--- src/rtl/balance_count.sv ---
// balance_count: classifies WIDTH-bit samples by ones/zeros balance or repetition
// and keeps saturating match, streak, max-streak statistics plus a threshold pulse.
module balance_count #(
    parameter int WIDTH  = 4,
    parameter int CNT_W  = 8,
    parameter int THRESH = 10
) (
    input  logic             clk,
    input  logic             rst_n,
    input  logic             en,
    input  logic             clr,
    input  logic [1:0]       mode,
    input  logic [WIDTH-1:0] in,
    output logic [CNT_W-1:0] cnt,
    output logic             sat,
    output logic [CNT_W-1:0] streak,
    output logic [CNT_W-1:0] max_streak,
    output logic             thr_hit
);

    localparam int OW = $clog2(WIDTH + 1) + 1;
    localparam logic [CNT_W-1:0] CNT_MAX = {CNT_W{1'b1}};
    localparam logic [CNT_W-1:0] THR_V = CNT_W'(THRESH);
    localparam logic [OW-1:0] W_V = OW'(WIDTH);

    logic [OW-1:0]    ones;
    logic [OW-1:0]    ones2;
    logic             cls;
    logic             valid_q;
    logic             match_q;
    logic [WIDTH-1:0] prev_q;
    logic             prev_ok;
    logic             fired_q;
    logic [CNT_W-1:0] streak_nx;

    always_comb begin
        ones = '0;
        for (int i = 0; i < WIDTH; i++) begin
            ones = ones + OW'(in[i]);
        end
    end

    // ones == zeros  <=>  2*ones == WIDTH; odd WIDTH never balances
    assign ones2 = {ones[OW-2:0], 1'b0};

    always_comb begin
        cls = 1'b0;
        unique case (mode)
            2'b00: cls = (ones2 == W_V);
            2'b01: cls = (ones2 > W_V);
            2'b10: cls = (ones2 < W_V);
            2'b11: cls = prev_ok && (in == prev_q);
        endcase
    end

    always_ff @(posedge clk or negedge rst_n) begin
        if (!rst_n) begin
            valid_q <= 1'b0;
            match_q <= 1'b0;
            prev_q  <= '0;
            prev_ok <= 1'b0;
        end else if (clr) begin
            valid_q <= 1'b0;
            match_q <= 1'b0;
            prev_ok <= 1'b0;
        end else begin
            valid_q <= en;
            if (en) begin
                match_q <= cls;
                prev_q  <= in;
                prev_ok <= 1'b1;
            end
        end
    end

    assign streak_nx = (streak == CNT_MAX) ? CNT_MAX : streak + 1'b1;

    always_ff @(posedge clk or negedge rst_n) begin
        if (!rst_n) begin
            cnt        <= '0;
            streak     <= '0;
            max_streak <= '0;
        end else if (clr) begin
            cnt        <= '0;
            streak     <= '0;
            max_streak <= '0;
        end else if (valid_q) begin
            if (match_q) begin
                if (cnt != CNT_MAX) begin
                    cnt <= cnt + 1'b1;
                end
                streak <= streak_nx;
                if (streak_nx > max_streak) begin
                    max_streak <= streak_nx;
                end
            end else begin
                streak <= '0;
            end
        end
    end

    // cnt only grows between clears, so the first cycle at THRESH fires once
    always_ff @(posedge clk or negedge rst_n) begin
        if (!rst_n) begin
            thr_hit <= 1'b0;
            fired_q <= 1'b0;
        end else if (clr) begin
            thr_hit <= 1'b0;
            fired_q <= 1'b0;
        end else begin
            thr_hit <= (cnt == THR_V) && !fired_q;
            if (cnt == THR_V) begin
                fired_q <= 1'b1;
            end
        end
    end

    assign sat = (cnt == CNT_MAX);

endmodule

--- config.mk ---
export PLATFORM = sky130hd
export DESIGN_NAME = balance_count
export DESIGN_NICKNAME = d
export VERILOG_FILES = /design/src/rtl/balance_count.sv
export SDC_FILE = /design/constraint.sdc
export NUM_CORES = 1
export LEC_CHECK = 0
export ABC_AREA = 1
export ABC_CLOCK_PERIOD_IN_PS = 2700
export BUFFER_PORTS_ARGS = -buffer_cell sky130_fd_sc_hd__buf_4
export CAP_MARGIN = 20
export CELL_PAD_IN_SITES_DETAIL_PLACEMENT = 1
export CELL_PAD_IN_SITES_GLOBAL_PLACEMENT = 2
export CORE_UTILIZATION = 32
export DETAILED_ROUTE_END_ITERATION = 7
export PLACE_DENSITY = 0.77
export SLEW_MARGIN = 5
export SYNTH_ARGS = -nofsm -noshare
export SYNTH_HDL_FRONTEND = slang
export SYNTH_SLANG_ARGS = --single-unit
export TNS_END_PERCENT = 1
--- constraint.sdc ---
create_clock -name clk -period 2.7 [get_ports clk]
set_input_delay 0.135 -clock clk [delete_from_list [all_inputs] [get_ports clk]]
set_output_delay 0.135 -clock clk [all_outputs]
set_load 0.02 [all_outputs]
After elaboration in Yosys (flattened, before gate mapping)
Cells that the tools add are included.
{"block": "totals", "word_cells": 61, "input_bits": 10, "out_inout_bits": 26, "ff_bits": 33}
{"block": "op_classes", "n_addsub": 5, "n_lt_le_gt_ge": 3, "mux": 21, "eq_ne": 9, "n_bitwise": 1, "n_reduce_logical": 13}
{"operator": "$mux W8", "n": 12}
{"operator": "$add A8 B1 Y8 const B", "n": 2}
{"operator": "$eq A8 B8 Y1 const B", "n": 2}
{"operator": "$reduce_bool A2 Y1", "n": 6}
{"operator": "$eq A8 B4 Y1 const B", "n": 1}
{"operator": "$gt A8 B8 Y1", "n": 1}
{"operator": "$mux W1", "n": 8}
{"operator": "$ne A8 B8 Y1 const B", "n": 1}
{"operator": "$reduce_and A3 Y1", "n": 2}
{"operator": "$eq A2 B2 Y1 const B", "n": 2}
{"operator": "$eq A4 B4 Y1", "n": 1}
{"operator": "$gt A4 B3 Y1 const B", "n": 1}
{"operator": "$lt A4 B3 Y1 const B", "n": 1}
{"operator": "$pmux W1 S4", "n": 1}
{"operator": "$add A2 B1 Y3", "n": 1}
{"operator": "$add A3 B1 Y3", "n": 1}
{"operator": "$eq A3 B2 Y1 const B", "n": 1}
{"operator": "$add A1 B1 Y2", "n": 1}
{"operator": "$eq A2 B1 Y1 const B", "n": 1}
{"operator": "$logic_and A1 B1 Y1", "n": 2}
{"operator": "$logic_not A2 Y1", "n": 1}
{"operator": "$reduce_and A2 Y1", "n": 1}
{"operator": "$logic_not A1 Y1", "n": 1}
{"operator": "$not A1 Y1", "n": 1}

Logic depth before layout (Yosys ltp)
Gate-level depths: netlist of run 1.
{"block": "logic_depth", "depth_word": 7, "ltp_mapped": 17, "depth_no_buf": 17}

Worst setup path after synthesis of run 1
OpenSTA, ideal clock, no wires.
{"block": "synth_timing", "path_kind": "flip-flop to flip-flop", "startpoint": "reg streak[1]", "endpoint": "reg max_streak[5]", "slack_ns": 0.481, "n_path_buf": 0, "t_arrival_ns": 2.153, "path_stages_with_launch": 14, "setup_ns": 0.066, "period_less_slack_ns": 2.219, "required_time_ns": 2.634, "cell_sequence": "dfrtp_1 -> ha_1 -> nand2_1 -> nor2_2 -> nand2_4 -> nand3_1 -> ha_1 -> a21oi_1 -> nor2_1 -> nor2_1 -> nand2_1 -> nand2_1 -> nand3_1 -> nand2_1"}
{"block": "synth_between", "elab_chain_len": 6, "elab_cells_between_ends": 10, "cone_classes": "add/sub (1); order compare (1); eq/ne (1); mux (5); reduce/logical (2)"}
{"item": "start: declaration", "line": "16", "text": "output logic [CNT_W-1:0] streak,"}
{"item": "start signal: assignment", "line": "92", "text": "streak <= streak_nx;"}
{"item": "$add A8 B1 Y8 or $eq A8 B8 Y1 (tied branches)", "line": "76", "text": "assign streak_nx = (streak == CNT_MAX) ? CNT_MAX : streak + 1'b1;"}
{"item": "$mux W8 (*)", "line": "76"}
{"item": "parallel branches: the longest is 4 deep, another holds $gt A8 B8 Y1"}
{"item": "end signal: assignment", "line": "94", "text": "max_streak <= streak_nx;"}
{"item": "end: declaration", "line": "17", "text": "output logic [CNT_W-1:0] max_streak,"}
Every way passes the cells marked *. The select of a mux whose other input is x is not followed.
A chain may end at the register's enable or synchronous reset.

Worst setup path after layout of run 1
{"block": "layout_timing", "startpoint": "reg streak[0]", "endpoint": "reg max_streak[1]"}
The elaborated chain is that of the path after synthesis.

==> metrics.txt, run 1 <==
status=finished clean; GRT Util Overall=17.3%; H-Tree Depth=2; GP Congestion=0.744; Port Buffers=35; Setup TNS=0 ns; Gate Count Post-Synth=between 200 and 300; Synth area leader=dfrtp_1; largest net degree at the start of global routing=34; Setup Viol. Count Final=0; dpl cells=392; syn nets=307; Syn Std Cell Area=2100 um2; Slew @ Worst Pin=0.448 ns; FP Rows=29; CTS tree=done; fin crit period=2.42 ns; Core Box Area=between 6000 and 7000 um2; vias in the first global route=about 2000; WL/cell=13.9 um; CTS Root Buffer Type=clkbuf_8; top-area cell type share of the netlist area=around 39%; Clock Path Buffers=2; RSZ-0062 raised after global routing=no; critical path capture point type=flip-flop; final hold viol count=0; max-cap viol count=0; post-synthesis sequential area ratio=roughly two fifths; Final Max Slew Viols=0; Synth Register Bits=33; Crit Path Max Fanout=10; final net count=348; LEAKAGE=1.35 nW; Worst-path clk slew=roughly 0.080 ns; Die W=83.0 um; met2 usage in global routing=just over 30%; io pins=36; Clock Sinks=33; top cells by area, synth=dfrtp_1, nand2_1, ha_1; achievable frequency=0.414 GHz; delay-heaviest family, CP=simple AND/OR/NAND/NOR gates; DR iter-0 viols=64; Ant. Diodes=0; GRT overflow=0; min-delay worst type=in -> reg; Initial Utilization=33.0%; Slew HR=70.1%; vias=1928; Max IR drop VDD=179 uV; Layout Cells excl Fill=401; clock latency on the worst-skew pair=0.29 ns; Synth-to-Final Area Change=22.7%; Worst Path Buf+Inv=2; syn avg cell area=7.44 um2; synth warn=0; Via density=around 4.8; GRT Max-Usage Layer=met2; crit-path cells=ha_1 -> nand2_1 -> nor2_2 -> nand2_4 -> nand2_1 -> inv_1 -> ha_1 -> nand2_1 -> nor2_1 -> a21oi_2 -> inv_1 -> a21oi_4 -> nand2_1 -> nand2_1; layout cells sized above 1=18.8%; met3 GRT Util=under 10%; Setup Fix Bufs, Post-CTS=0; Die Ht=83.0 um; die area=6880 um2; worst stage delay on the critical path=between 0.4 and 0.5 ns; Critical Path AT=2.64 ns; Netlist cell types=30; Num CTS Buffers=5; # DRC=0; DP HPWL=4240 um; Setup CP Type=reg -> reg; Slowest-stage cell, CP=dfrtp_1; CP dominant cell by count=nand2_1; DRT antenna net count=0; PwrDens=408 nW/um2; Startpoint Class=flip-flop; first-pass GRT wire length=9560 um; required time of the critical path=2.92 ns; initial antenna violation count=0; Fin Clk Skew=roughly 0.012 ns; Tcrit/Tclk final=about nine tenths; total wire length=5580 um; routing usage on met1=21.8%; drt pass-1 iters=4
-- layout make-up --
class | instances | area [um2]
Clock buffer | 7 | 96.3
Clock inverter | 1 | 5.00
Fill cell | 791 | 3780
Inverter | 47 | 181
Multi-Input combinational cell | 199 | 1090
Sequential cell | 33 | 827
Tap cell | 77 | 96.3
Timing Repair Buffer | 37 | 280
-- metal layers --
metal	vias to the layer above	wire length, um
met5	-	0
met4	0	29
met3	2	140
met2	31	2800
met1	921	2610
li1	974	-
-- power breakdown --
group / switching, mW / internal [mW] / total, mW
Sequential: 0.00756 / 0.507 / 0.514
Clock: 0.193 / 0.231 / 0.424
Combinational: 0.0716 / 0.0390 / 0.111
Total: 0.273 / 0.777 / 1.05
-- through the flow --
stage	power, mW	setup WS (ns)	hold WS [ns]	area [um2]	utilization (%)
2_1_floorplan	0.587	0.481	-0.161	2100	-
3_3_place_gp	0.634	0.238	0.123	2450	38.5
3_5_place_dp	0.637	0.201	0.125	2450	38.5
4_1_cts	1.07	0.179	0.0898	2560	40.3
5_1_grt	1.09	0.0253	0.109	2570	40.5
6_report	1.05	0.284	0.0909	2570	40.5
-- synth_stat cells --
cell type	number
clkbuf_1	1
nand2_4	2
nand4_1	5
xnor2_1	2
dfrtp_1	33
a21oi_2	4
nor4_1	1
inv_1	44
buf_4	1
nor2_2	2
a21oi_1	6
o21ai_0	15
fa_1	1
nand3_1	25
clkinv_4	1
a22o_1	2
nor2_4	1
nand3b_1	1
nand2_1	77
o21ai_2	2
nor2_1	26
a31oi_1	1
clkinv_1	2
ha_1	14
nand2_2	2
o21ai_1	5
xor2_1	3
nor3_1	1
a21o_1	1
buf_2	1
-- logic make-up (layout without fill, tap and decap cells) --
| kind of cell | count (synthesis) | in the layout | share of synthesized area, % |
|---|---|---|---|
| AO/OA/AOI/OAI | 36 | 36 | 10.2 |
| XOR/XNOR | 5 | 5 | 2.09 |
| adder cells (fa/ha/maj) | 15 | 15 | 9.31 |
| buffers and inverters | 50 | 92 | 9.43 |
| flip-flops | 33 | 33 | 39.4 |
| AND/OR/NAND/NOR | 143 | 143 | 29.6 |
-- layout by cell type (no fill, tap or decap), drive strengths merged, types with 3 or more instances in the layout --
cell type,count
nand4,5
nand2,81
dfrtp,33
xor2,3
inv,44
clkbuf,7
buf,36
nand3,25
a21oi,10
ha,14
o21ai,22
nor2,29
clkinv,4
-- worst min-delay path, cell delays in order --
cell and delay [ns]:
buf_4 0.10, nand2_1 0.05, nand2_1 0.06
-- worst paths after layout --
path	from	endpoint	slack, ns	cells after the start
min in group asynchronous	rst_n	streak[4]$_DFFE_PN0P_	0.34	2
max	streak[0]$_DFFE_PN0P_	max_streak[1]$_DFFE_PN0P_	0.28	14
max reg2reg	streak[0]$_DFFE_PN0P_	max_streak[1]$_DFFE_PN0P_	0.28	14
min	in[2]	prev_q[2]$_DFFE_PN0P_	0.09	3
max in group asynchronous	rst_n	streak[1]$_DFFE_PN0P_	2.02	2
min reg2reg	fired_q$_DFFE_PN0P_	thr_hit$_DFF_PN0_	0.42	1
-- sequential cells by signal (all words and copies together) (netlist names) --
name and count:
max_streak 8, cnt 8, prev_q 4, match_q 1, prev_ok 1, fired_q 1
thr_hit 1, valid_q 1, streak 8
-- timing repair --
action | CTS | global route
hold endpoints to repair | 33 | 0
gates resized for setup | 0 | 4
endpoints found under the setup margin | 0 | 8
hold buffers | 1 | 0
(Power assumes the default switching activity.)
==> run 2, diff against run 1 <==
Settings changed: RECOVER_POWER set to 50.
==> run 2 against run 1 <==
Effect of this change:
- largest cell class unchanged
- sequential cell count did not move
- the flow now finishes with violations (capacitance limit, slew limit)
- maximum frequency about the same
- non-clock buffer count unchanged
- critical endpoint unchanged
- critical path type unchanged
- register-to-register slack about the same
==> metrics.txt, run 2 (same netlist as run 1, synthesis figures left out) <==
critical path capture point type=flip-flop; Port Buffers=35; Initial Utilization=33.0%; Clock Sinks=33; Startpoint Class=flip-flop; LEAKAGE=roughly 1.3 nW; Setup Viol. Count Final=0; GRT Util Overall=17.3%; # DRC=0; DP HPWL=4240 um; fin crit period=2.41 ns; RSZ-0062 raised after global routing=no; Die W=83.0 um; Die Ht=between 80 and 90 um; layout cells sized above 1=between 15 and 20%; Clock Path Buffers=2; Ant. Diodes=0; DR iter-0 viols=75; final hold viol count=0; largest net degree at the start of global routing=34; max-cap viol count=1; vias=between 1500 and 2000; WL/cell=between 10 and 15 um; drt pass-1 iters=4; Setup TNS=0 ns; status=finished with violations; clock latency on the worst-skew pair=about 0.29 ns; min-delay worst type=in -> reg; final net count=348; io pins=36; total wire length=5590 um; H-Tree Depth=2; reg2reg setup slack=0.29 ns; Worst-path clk slew=0.08 ns; DRT antenna net count=0; required time of the critical path=2.92 ns; failing checks=capacitance limit, slew limit; total power draw=roughly 1.0 mW; Num CTS Buffers=5; Setup CP Type=reg -> reg; CTS Root Buffer Type=clkbuf_8; most frequent cells in the layout=nand2_1, inv_1, dfrtp_1, buf_4, nor2_1; first-pass GRT wire length=9560 um; Fin Clk Skew=0.0122 ns; Synth-to-Final Area Change=20.9%; largest registers=cnt x8, max_streak x8, streak x8; GP Congestion=approximately 0.74; vias in the first global route=2004; Via density=4.80; die area=6880 um2; Tcrit/Tclk final=89.4%; PwrDens=413 nW/um2; FP Rows=29; Slew @ Worst Pin=1.91 ns; most common cell after layout, fill and taps aside=nand2_1; Critical Path AT=~2.6 ns; achievable frequency=0.414 GHz; Slew HR=-27.2%; Final Max Slew Viols=34; Core Box Area=about 6300 um2; GRT overflow=0; Max IR drop VDD=180 uV; Crit Path Max Fanout=10; initial antenna violation count=0; CTS tree=done
==> run 2: cell types whose count changed in the layout (fill, tap and decap cells not counted) <==
cell,before,now
nor2_2,3,2
clkbuf_1,0,9
nor2_1,25,26
buf_4,36,27
==> run 2: layer usage <==
metal  wire (um)  share of wire (%)  up-vias  track usage [%]
met2        2790                 50       30             30.5
met3         148                2.6        2             2.98
met4          29               0.52        0             4.23
met1        2620                 47      919             21.8
li1            -                  -      974                -
met5           0                  0        -                0
==> run 2: what timing repair did <==
| item | 4_1_cts | 5_1_grt |
|---|---|---|
| buffers inserted | 0 | 0 |
| endpoints found under the setup margin | 0 | 8 |
| gates resized for setup | 0 | 4 |
| hold buffers | 1 | 0 |
| hold endpoints to repair | 33 | 0 |
==> run 2: per-stage QoR <==
step | std cells | setup WS (ns) | instance area, um2 | utilization [%] | hold slack [ns]
floorplan | 282 | 0.481 | 2100 | - | -0.161
global placement | 392 | 0.238 | 2450 | 38.5 | 0.123
detailed placement | 392 | 0.201 | 2450 | 38.5 | 0.125
CTS | 401 | 0.179 | 2560 | 40.3 | 0.0898
global route | 401 | 0.0253 | 2540 | 39.9 | 0.109
finish | 401 | 0.286 | 2540 | 39.9 | 0.0907
==> run 2: cell type report <==
| type | instances | area [um2] |
|---|---|---|
| Sequential cell | 33 | 827 |
| Tap cell | 77 | 96.3 |
| Inverter | 47 | 181 |
| Clock inverter | 1 | 5.00 |
| Clock buffer | 7 | 96.3 |
| Fill cell | 794 | 3810 |
| Timing Repair Buffer | 37 | 246 |
| Multi-Input combinational cell | 199 | 1080 |
==> run 2: report_power, final <==
part           switching [mW]  leakage (nW)  internal (mW)
combinational          0.0715         0.812         0.0371
sequential            0.00755         0.449          0.507
clock                   0.194        0.0542          0.231
==> run 2: critical path, stage by stage, from the launching register on <==
cell and delay, ns:
dfrtp_1 0.41, ha_1 0.23, nand2_1 0.09, nor2_2 0.17, nand2_4 0.13, nand2_1 0.18, inv_1 0.06, ha_1 0.27
nand2_1 0.07, nor2_1 0.05, a21oi_2 0.21, inv_1 0.11, a21oi_4 0.20, nand2_1 0.10, nand2_1 0.07
==> run 2: path summary, 6_finish.rpt <==
check,startpoint,end,depth (start not counted)
worst max-delay path,streak[0]$_DFFE_PN0P_,max_streak[1]$_DFFE_PN0P_,14
worst min-delay path,in[2],prev_q[2]$_DFFE_PN0P_,3
worst max register to register,streak[0]$_DFFE_PN0P_,max_streak[1]$_DFFE_PN0P_,14
worst min register to register,fired_q$_DFFE_PN0P_,thr_hit$_DFF_PN0_,1
max in group asynchronous,rst_n,streak[1]$_DFFE_PN0P_,2
min in group asynchronous,rst_n,streak[4]$_DFFE_PN0P_,2
==> run 3, diff against run 2 <==
Settings changed: BUFFER_PORTS_ARGS -buffer_cell sky130_fd_sc_hd__buf_4 to -buffer_cell sky130_fd_sc_hd__buf_2, RECOVER_POWER 50 to unset.
==> run 3 against run 2 <==
Effect of this change:
- the run now ends clean
- non-clock buffer count unchanged
- register-to-register slack barely moved
- setup slack lost 0.0065 ns
- utilization down 1.0 points
- sequential power about the same
- critical path type unchanged
- critical path depth unchanged
- largest power group unchanged
==> metrics.txt, run 3 (same netlist as run 1, synthesis figures left out) <==
Die Ht=roughly 83 um; final net count=348; initial antenna violation count=0; die area=about 6900 um2; Crit Path Max Fanout=10; Num CTS Buffers=5; clock latency on the worst-skew pair=0.29 ns; met2 usage in global routing=30.6%; layout cells sized above 1=18.3%; critical path capture point type=flip-flop; Reg-to-Reg End=max_streak[1]$_DFFE_PN0P_; CTS Root Buffer Type=clkbuf_8; DR iter-0 viols=73; Slew HR=a little under half; H-Tree Depth=2; Core Box Area=about 6300 um2; reg2reg setup slack=0.28 ns; Ant. Diodes=0; GRT Util Overall=17.7%; Fin Clk Skew=0.00599 ns; Tcrit/Tclk final=between 80 and 90%; Slew @ Worst Pin=approximately 0.79 ns; most frequent cells in the layout=nand2_1, inv_1, buf_2, dfrtp_1, nand3_1; Critical Path End=max_streak[1]$_DFFE_PN0P_; fin crit period=2.42 ns; Setup Viol. Count Final=0; PwrDens=409 nW/um2; Critical Path AT=roughly 2.7 ns; Via density=4.89; status=finished clean; Setup crit start=streak[1]$_DFFE_PN0P_; Synth-to-Final Area Change=17.8%; min-delay worst type=in -> reg; first-pass GRT wire length=9710 um; # DRC=0; Setup CP Type=reg -> reg; Max IR drop VDD=173 uV; Setup TNS=0 ns; io pins=36; Final Max Slew Viols=0; largest registers=cnt x8, max_streak x8, streak x8; routing usage on met1=approximately 22%; max-cap viol count=0; most common cell after layout, fill and taps aside=nand2_1; total power draw=1.01 mW; Die W=83.0 um; GRT Max-Usage Layer=met2; DRT antenna net count=0; vias=1957; FF-to-FF Start=streak[1]$_DFFE_PN0P_; final hold viol count=0; met3 GRT Util=3.18%; required time of the critical path=2.93 ns; R2R depth=14; Clock Path Buffers=2; Port Buffers=35; achievable frequency=0.413 GHz; largest net degree at the start of global routing=34; FP Rows=29; Startpoint Class=flip-flop; Initial Utilization=33.0%; GP Congestion=0.763; total wire length=5550 um; LEAKAGE=~1.3 nW; Setup Fix Bufs, Post-CTS=0; Worst-path clk slew=0.07 ns; CTS tree=done; Core Util, Final=38.9%; drt pass-1 iters=4; DP HPWL=4290 um; WL/cell=13.9 um; filler cell count=829; GRT overflow=0; Clock Sinks=33; vias in the first global route=2049
## run 3: changes by cell type in the layout (fill, tap and decap cells not counted)
cell / change
nor2_2: +2
dfrtp_1: +1
clkinv_2: -1
buf_4: -26
dfrtp_2: -1
nor2_1: -2
buf_2: +35
clkbuf_1: -8
clkbuf_8: -1
## run 3: worst max-delay path, stage by stage, from the launching register on
cell     delay [ns]
dfrtp_1        0.43
ha_1           0.24
nand2_1        0.10
nor2_2         0.17
nand2_4        0.12
nand2_1        0.16
inv_1          0.06
ha_1           0.27
nand2_1        0.07
nor2_1         0.05
a21oi_2        0.23
inv_1          0.11
a21oi_4        0.19
nand2_1        0.09
nand2_1        0.07
## run 3: power breakdown
part	leakage [nW]	internal (mW)	switching (mW)	total [mW]
logic	0.845	0.0339	0.0720	0.106
registers	0.451	0.507	0.00793	0.515
clock network	0.0443	0.202	0.188	0.390
## run 3: area by class of cell
| class | instances | area [um2] | share of cell area, % |
|---|---|---|---|
| Clock buffer | 7 | 86.3 | 3.49 |
| Inverter | 47 | 181 | 7.34 |
| Multi-Input combinational cell | 199 | 1090 | 44.1 |
| Sequential cell | 33 | 826 | 33.4 |
| Tap cell | 77 | 96.3 | 3.90 |
| Timing Repair Buffer | 37 | 193 | 7.80 |
## run 3: repair_timing
| action | CTS | global route |
|---|---|---|
| hold buffers | 1 | 0 |
| hold endpoints to repair | 33 | 0 |
| resized for setup | 0 | 4 |
| setup endpoints to repair | 0 | 8 |
## run 3: routing by layer
| layer | up-vias | share of wire [%] |
|---|---|---|
| met1 | 943 | 46 |
| met5 | - | 0 |
| li1 | 976 | - |
| met3 | 8 | 2.5 |
| met4 | 0 | 1.6 |
| met2 | 30 | 49 |
## run 3: how the worst min path moves through the flow
stage                     startpoint  cells past startpoint                    end  slack (ns)
after floorplan                rst_n                      0     cnt[0]$_DFFE_PN0P_       -0.16
after global placement         rst_n                      1  streak[4]$_DFFE_PN0P_        0.26
after detailed placement       rst_n                      1  streak[4]$_DFFE_PN0P_        0.27
after CTS                         en                      3    prev_ok$_DFFE_PN0P_        0.07
after global routing           in[2]                      3  prev_q[2]$_DFFE_PN0P_         0.1
final                             en                      3    prev_ok$_DFFE_PN0P_        0.08
## run 3: through the flow
step | worst slack [ns] | cell area (um2) | instances | hold slack (ns)
6_report | 0.280 | 2470 | 400 | 0.0829
5_1_grt | -0.0102 | 2470 | 400 | 0.0976
4_1_cts | 0.190 | 2460 | 400 | 0.0725
3_5_place_dp | 0.208 | 2360 | 392 | 0.269
3_3_place_gp | 0.269 | 2360 | 392 | 0.263
2_1_floorplan | 0.481 | 2100 | 282 | -0.161
